`src/rtl/bus_bridge.sv`:
```
// bus_bridge: responder end of the 65C02 core's address bus.
// Captures each core access while RDY=1, runs it on a req/ack memory port
// and holds the core with RDY=0 until the memory acknowledges. Read data is
// returned on the registered DB bus.
// Optional feature: define BUS_BRIDGE_TIMEOUT_EN to abort accesses that see
// no ack within TIMEOUT busy cycles (DB=8'hFF on reads, one-cycle bus_err).
module bus_bridge #(
  parameter int TIMEOUT = 64
) (
  input  logic        clk,
  input  logic        RST,
  input  logic [15:0] AB,
  input  logic        WE,
  input  logic [7:0]  DO,
  output logic [7:0]  DB,
  output logic        RDY,
  output logic        mem_req,
  output logic [15:0] mem_addr,
  output logic        mem_we,
  output logic [7:0]  mem_wdata,
  input  logic [7:0]  mem_rdata,
  input  logic        mem_ack,
  output logic        bus_err
);

  typedef enum logic {
    IDLE = 1'b0,
    BUSY = 1'b1
  } state_t;

  state_t state;

  // The counter is 8 bits wide, so anything outside 1..255 cannot be honoured.
  if (TIMEOUT < 1 || TIMEOUT > 255) begin : g_bad_timeout
    $error("bus_bridge: TIMEOUT must be in the range 1..255");
  end

`ifdef BUS_BRIDGE_TIMEOUT_EN
  localparam logic [7:0] TIMEOUT_CNT = 8'(TIMEOUT);

  logic [7:0] tmo_cnt;
  logic [7:0] tmo_next;

  // tmo_cnt holds the number of ack-less busy cycles already completed, so
  // the cycle that would bring it to TIMEOUT is the last one we wait.
  assign tmo_next = tmo_cnt + 8'd1;
`else
  assign bus_err = 1'b0;
`endif

  // Two-state access sequencer; RDY and mem_req are registered state decodes.
  always_ff @(posedge clk) begin
    if (RST) begin
      state     <= IDLE;
      RDY       <= 1'b1;
      mem_req   <= 1'b0;
      mem_addr  <= 16'h0000;
      mem_we    <= 1'b0;
      mem_wdata <= 8'h00;
      DB        <= 8'h00;
`ifdef BUS_BRIDGE_TIMEOUT_EN
      bus_err   <= 1'b0;
      tmo_cnt   <= 8'd0;
`endif
    end else begin
      case (state)
        IDLE: begin
          // Every RDY=1 cycle is a real core access; latch it unconditionally.
          mem_addr  <= AB;
          mem_we    <= WE;
          mem_wdata <= DO;
          mem_req   <= 1'b1;
          RDY       <= 1'b0;
          state     <= BUSY;
`ifdef BUS_BRIDGE_TIMEOUT_EN
          tmo_cnt   <= 8'd0;
          bus_err   <= 1'b0;
`endif
        end
        BUSY: begin
          if (mem_ack) begin
            if (!mem_we) begin
              DB <= mem_rdata;
            end
            mem_req <= 1'b0;
            RDY     <= 1'b1;
            state   <= IDLE;
          end
`ifdef BUS_BRIDGE_TIMEOUT_EN
          else if (tmo_next == TIMEOUT_CNT) begin
            if (!mem_we) begin
              DB <= 8'hFF;
            end
            mem_req <= 1'b0;
            RDY     <= 1'b1;
            state   <= IDLE;
            bus_err <= 1'b1;
          end else begin
            tmo_cnt <= tmo_next;
          end
`endif
        end
        default: begin
          state <= IDLE;
          RDY   <= 1'b1;
        end
      endcase
    end
  end

endmodule

```
`config.mk`:
```
export PLATFORM = sky130hd
export DESIGN_NAME = bus_bridge
export DESIGN_NICKNAME = d
export VERILOG_FILES = /design/src/rtl/bus_bridge.sv
export SDC_FILE = /design/constraint.sdc
export NUM_CORES = 1
export LEC_CHECK = 0
export CAP_MARGIN = 20
export CORE_MARGIN = 2
export CORE_UTILIZATION = 42
export CTS_CLUSTER_DIAMETER = 100
export DETAILED_ROUTE_END_ITERATION = 7
export PLACE_DENSITY = 0.85
export SLEW_MARGIN = 0
export SYNTH_ARGS = -nofsm -noshare
export SYNTH_HDL_FRONTEND = slang
export SYNTH_SLANG_ARGS = --single-unit
export TNS_END_PERCENT = 5
```
`constraint.sdc`:
```
create_clock -name clk -period 2.1 [get_ports clk]
set_input_delay 0.315 -clock clk [delete_from_list [all_inputs] [get_ports clk]]
set_output_delay 0.315 -clock clk [all_outputs]
set_load 0.01 [all_outputs]
```
==> results by group <==
Outcome
  – Status: completed

Synth
  – Mux contribution to synthesized area: 24.0%
  – Net Count, Synth: 162
  – Largest family of logic cells by synthesized area: multiplexers
  – Adder-Cell Fraction of Synth Area: 0%
  – Synth Area in Compound Gates: 1.09%
  – Synth cell types: 13
  – Seq/Total Area, Yosys: 52.3%
  – Synth Instances: 126
  – Synth Register Bits: 36
  – Avg Inst Size Synth: 10.9 µm²
  – Post-Synth Simple-Gate Area: 15.7%
  – Netlist Area Pre-Place: 1380 µm²
  – Post-Synth XOR/XNOR Area: 0%
  – Yosys warns: 0

Worst setup path
  – Worst flop-to-flop path startpoint: state
  – R2R setup slack: 0.68 ns
  – Required time worst endpoint: 1.78 ns
  – Reg2reg path depth: 2
  – Delay-heaviest family, CP: buffers and inverters
  – Worst Path Arrival: 1.23 ns
  – Critical path peak fanout: 2
  – CP endpoint kind: output pin
  – Setup CP Type: flop to output pin
  – CP startpoint kind: flop
  – CP bufs+invs: 1
  – Worst-path cell chain: clkdlybuf4s50_1
  – Crit-path max cell delay: 0.55 ns
  – Slowest cell on the critical path: clkdlybuf4s50_1
  – End of the worst register-to-register path: DB[7]

Place
  – RePlAce Congestion: 0.780
  – Post-place instance area: 2080 µm²
  – DP HPWL: 2300 µm
  – # port buffers: 70

Layout
  – Most frequent cells in the layout: clkdlybuf4s50_1 (70), dfxtp_1 (36), mux2i_1 (33)
  – Synth-to-Final Area Change: 55.0%
  – Most common cell after layout, fill and taps aside: clkdlybuf4s50_1
  – # diodes: 0
  – Design area: 2140 µm²
  – Fin nets: 233
  – Share of cells above drive strength 1: 5.05%

GRT
  – Antenna violations before repair: 0
  – Vias in the first global route: 1119
  – First-pass GRT wire length: 4850 µm
  – Global route overflow: 0
  – Total track usage: 18.1%
  – Largest net degree at the start of global routing: 21

Drt
  – Vias after detailed routing: 1102
  – Residual DRC: 0
  – DRT iter0 DRCs: 38
  – Vias per cell: 4.55
  – 1st-pass router iterations: 4
  – ANT nets after route: 0
  – Routed len/inst: 12.5 µm
  – Wirelength, routed: 3010 µm

Flow run
  – Max-Cap Viols: 0

Clock tree
  – TritonCTS clock tree: yes
  – Clk root buf: clkbuf_4
  – CTS Buf Count: 5
  – Worst skew pair latency: 0.33 ns
  – CTS Hold Bufs: 0
  – CTS sink count: 36
  – H-tree Lvls: 2
  – CTS clk-pin slew, worst paths: 0.10 ns
  – Setup bufs post-CTS: 0
  – Clock Tree Buf Depth: 2
  – Post-cts sizing count: 0

Min path
  – HP Class: flop to flop
  – Worst Hold Endpoint: DB[3]
  – Min-delay src: DB[3]
  – Hold path cells: 2

STA
  – Fin crit share: 73.6%
  – RSZ-0062 raised after global routing: no
  – Max transition margin: 61.4%
  – Worst slew pin tran: 0.578 ns
  – Final period demand of the worst path: 1.55 ns
  – F_max: 647 MHz
  – Clk_skew: 0.00454 ns
  – Endpoints failing hold: 0
  – Slew Viols, Final: 0
  – Final setup fails: 0
  – TNS Setup: 0 ns

Power
  – Pleak: 0.857 nW
  – PD cells: 657 nW/µm²
  – Peak supply drop: 0.000375 V

Die
  – Die Y-Extent: 61.3 µm
  – Core Area: 3080 µm²
  – Rows: 20
  – DIE WIDTH: 61.3 µm
  – Initial core utilization: 44.8%
  – Die Area: 3750 µm²
  – I/O Pins: 72
[synthesized netlist by cell type]
| cell type | instances | area, µm² |
|---|---|---|
| dfxtp_1 | 36 | 721 |
| mux2i_1 | 33 | 330 |
| nor2_1 | 25 | 93.8 |
| nand2b_1 | 18 | 113 |
| a21oi_1 | 2 | 10.0 |
| buf_12 | 2 | 40.0 |
| buf_2 | 2 | 10.0 |
| buf_4 | 2 | 15.0 |
| buf_6 | 2 | 22.5 |
| and3b_2 | 1 | 10.0 |
| clkbuf_1 | 1 | 3.75 |
| conb_1 | 1 | 3.75 |
| o21ai_0 | 1 | 5.00 |
[state kept, by name (all words and copies together) (netlist names)]
name	flops
mem_req	1
mem_we	1
mem_addr	16
mem_wdata	8
state	1
DB	8
RDY	1
[worst max-delay path by stage]
stage               depth (start not counted)         from  slack [ns]           to
floorplan                                   4        state        1.15  mem_addr[0]
global placement                            4          RST        0.63        DB[5]
detailed placement                          4          RST        0.56        DB[7]
CTS                                         1       mem_we        0.53       mem_we
global route                                1  mem_addr[6]        0.48  mem_addr[6]
finish                                      1  mem_addr[6]        0.55  mem_addr[6]
[final cells by class]
class                      count  area, µm²
clock buffer                   8       58.8
fill                         248        942
sequential                    36        721
multi-input combinational     81        566
timing repair buffer          73        736
tap                           44       55.1
[power by group]
group / leakage [nW] / total (mW) / internal [mW] / switching (mW)
registers: 0.297 / 0.754 / 0.726 / 0.0282
clock network: 0.0326 / 0.374 / 0.165 / 0.208
logic: 0.527 / 0.276 / 0.179 / 0.0970
total: 0.857 / 1.40 / 1.07 / 0.334
[metal layers]
layer	part of all wire (%)	wire length [µm]	global-route usage, %	up-vias
li1	-	-	-	556
met1	40	1200	19.8	488
met2	49	1470	30.5	49
met3	8.6	259	6.09	9
met4	2.7	81	10.2	0
met5	0	0	0	-
[cells by family after synthesis]
group	count (synthesis)
buf+inv	9
simple gates	44
other cells	1
compound gates	3
flops	36
mux	33
[through the flow]
step	worst slack (ns)	instances	total power, mW	util [%]	hold slack (ns)
floorplan	1.15	126	0.893	-	0.410
global placement	0.626	234	1.04	67.5	0.459
detailed placement	0.563	234	1.05	67.5	0.468
CTS	0.527	242	1.43	69.4	0.485
global route	0.479	242	1.48	69.4	0.518
finish	0.554	242	1.40	69.4	0.481
(Power assumes the default switching activity.)
==> edit: new RTL, same settings <==
The option `BUS_BRIDGE_TIMEOUT_EN` is turned on by a define.
--- a/src/rtl/bus_bridge.sv
+++ b/src/rtl/bus_bridge.sv
@@ -4,6 +4,8 @@
 // returned on the registered DB bus.
 // Optional feature: define BUS_BRIDGE_TIMEOUT_EN to abort accesses that see
 // no ack within TIMEOUT busy cycles (DB=8'hFF on reads, one-cycle bus_err).
+`define BUS_BRIDGE_TIMEOUT_EN
+
 module bus_bridge #(
   parameter int TIMEOUT = 64
 ) (
Function: same outputs for any inputs over 10 cycles, from zero or initial values and one cycle with RST high; that may be too few to reach the edited logic, so the function may still have changed.
==> edit against the original RTL <==
Area after synthesis rose by 37%. Routed wire length rose by 45%. Setup slack worse by 0.079 ns. Final area increased by 27%. Synthesized cell count is 67% higher. Power up 29%. Sequential cell count grew 9. Combinational power grew 30%. Clock skew increased by 0.0019 ns. Fmax fell by 4.8%. Largest power group unchanged.
==> edit: results (changes against the original RTL) <==
- Status: completed (unchanged)
- Routability cong.: 0.820 (was 0.780)
- First-pass GRT wire length: 7320 um (was 4850 um)
- Number of H-tree levels: 2 (unchanged)
- Tot GR Track Use: 0.181 (about the same)
- Vias in the first global route: 1618 (was 1119)
- Hpwl dp: 3170 um (was 2300 um)
- Clk pin slew, worst setup/hold paths: 0.08 ns (was 0.10 ns)
- Max FFs per register: 16 (unchanged)
- CP max stage cell: dfxtp_1 (was clkdlybuf4s50_1)
- Max VDD drop: 431 uV (was 375 uV)
- Post-CTS Setup Bufs: 0 (unchanged)
- Worst Skew: 0.00648 ns (was 0.00454 ns)
- Placed cell count: 324 (was 234)
- Seq pwr: 0.945 mW (was 0.754 mW)
- HP Class: reg -> reg (unchanged)
- Ranking of synthesized cells by area: dfxtp_1, mux2i_1, nor2_1, a21oi_1, o21ai_0 (was dfxtp_1, mux2i_1, nand2b_1, nor2_1, buf_12)
- Delay of the slowest critical-path stage: 0.44 ns (was 0.55 ns)
- Max clock buf depth: 2 (unchanged)
- Leakage power: 1.10 nW (was 0.857 nW)
- PortBufs: 71 (was 70)
- Area Growth Syn to Fin: 43.8% (was 55.0%)
- Placed cell area: 2640 um2 (was 2080 um2)
- R2r setup slk: 0.48 ns (was 0.68 ns)
- ANT cells: 0 (unchanged)
- Drt first pass iters: 4 (unchanged)
- Layout cells sized above 1: 0.0609 (was 0.0505)
- Cts repair resizes: 0 (unchanged)
- Syn Nets: 247 (was 162)
- Clock Latency Late Sink: 0.29 ns (was 0.33 ns)
- Avg Inst Size Synth: 9.01 um2 (was 10.9 um2)
- Drt initial violations: 184 (was 38)
- Worst-case hold slack: 0.460 ns (was 0.481 ns)
- Top post-synthesis cells by count: dfxtp_1, nor2_1, mux2i_1 (was dfxtp_1, mux2i_1, nor2_1)
- Fraction of registers with async set or reset after synthesis: 0 (unchanged)
- Worst Tran Pin Value: 0.433 ns (was 0.578 ns)
- Net Switching: 0.466 mW (was 0.334 mW)
- Worst Path Max Fanout: 14 (was 2)
- Ys Warns: 0 (unchanged)
- Initial antenna violation count: 0 (unchanged)
- CP arrival: 1.82 ns (was 1.23 ns)
- Largest net degree at the start of global routing: 38 (was 21)
- Routed WL per cell: 13.2 um (was 12.5 um)
- Synth cell types: 36 (was 13)
- P_clk: 0.514 mW (was 0.374 mW)
- Crit path max-delay family: simple AND/OR/NAND/NOR gates (was buffers and inverters)
- CTS Root Cell: clkbuf_8 (was clkbuf_4)
- # nets final: 316 (was 233)
- Most flops, register: mem_addr (unchanged)
- Number of buffers created by CTS: 5 (unchanged)
- Post-synthesis sequential area ratio: 0.476 (was 0.523)
- Via density: 5.12 (was 4.55)
- Vias: 1694 (was 1102)
==> edit: per-stage QoR <==
step                utilization  setup slack (ns)  power, mW
floorplan                     -             0.601       1.13
global placement          0.606             0.287       1.32
detailed placement        0.606             0.249       1.33
CTS                       0.625             0.472       1.83
global route              0.625             0.323       1.91
finish                    0.625             0.476       1.82
==> edit: cells by family (layout without fill, tap and decap cells) <==
group | count (synthesis) | count (layout) | share of synthesized area
AOI/OAI and AO/OA | 40 | 40 | 0.129
xor gates and xnor gates | 1 | 1 | 0.00463
and+or+nand+nor | 74 | 74 | 0.194
buffers and inverters | 23 | 92 | 0.0529
adders and majority gates | 1 | 1 | 0.00661
DFF | 45 | 45 | 0.476
muxes | 26 | 26 | 0.137
==> edit: routing by layer <==
layer / share of wire / global-route usage
met1: 0.43 / 0.217
met2: 0.47 / 0.302
met3: 0.097 / 0.0726
met4: 0.0092 / 0.0503
met5: 0 / 0
==> edit: area by class of cell <==
type	count	area [um2]
fillers	364	1630
flip-flops and latches	45	901
multi-input cells	142	892
repair buffers	76	748
clock buffers	6	72.6
well taps	52	65.1
inverters	9	33.8
clock inverters	1	8.76
==> edit: worst reg2reg max path, stage by stage (launching register included) <==
cell	delay, ns
dfxtp_1	0.44
ha_1	0.24
and3b_1	0.33
nand2_2	0.25
a31o_2	0.27
==> edit: worst paths after layout <==
| check | start | to | cells after the start |
|---|---|---|---|
| max | tmo_cnt[0]$_SDFFE_PP0P_ | tmo_cnt[6]$_SDFFE_PP0P_ | 4 |
| max reg2reg | tmo_cnt[0]$_SDFFE_PP0P_ | tmo_cnt[6]$_SDFFE_PP0P_ | 4 |
| min reg2reg | bus_err$_SDFFE_PP0P_ | bus_err$_SDFFE_PP0P_ | 2 |
| min | bus_err$_SDFFE_PP0P_ | bus_err$_SDFFE_PP0P_ | 2 |
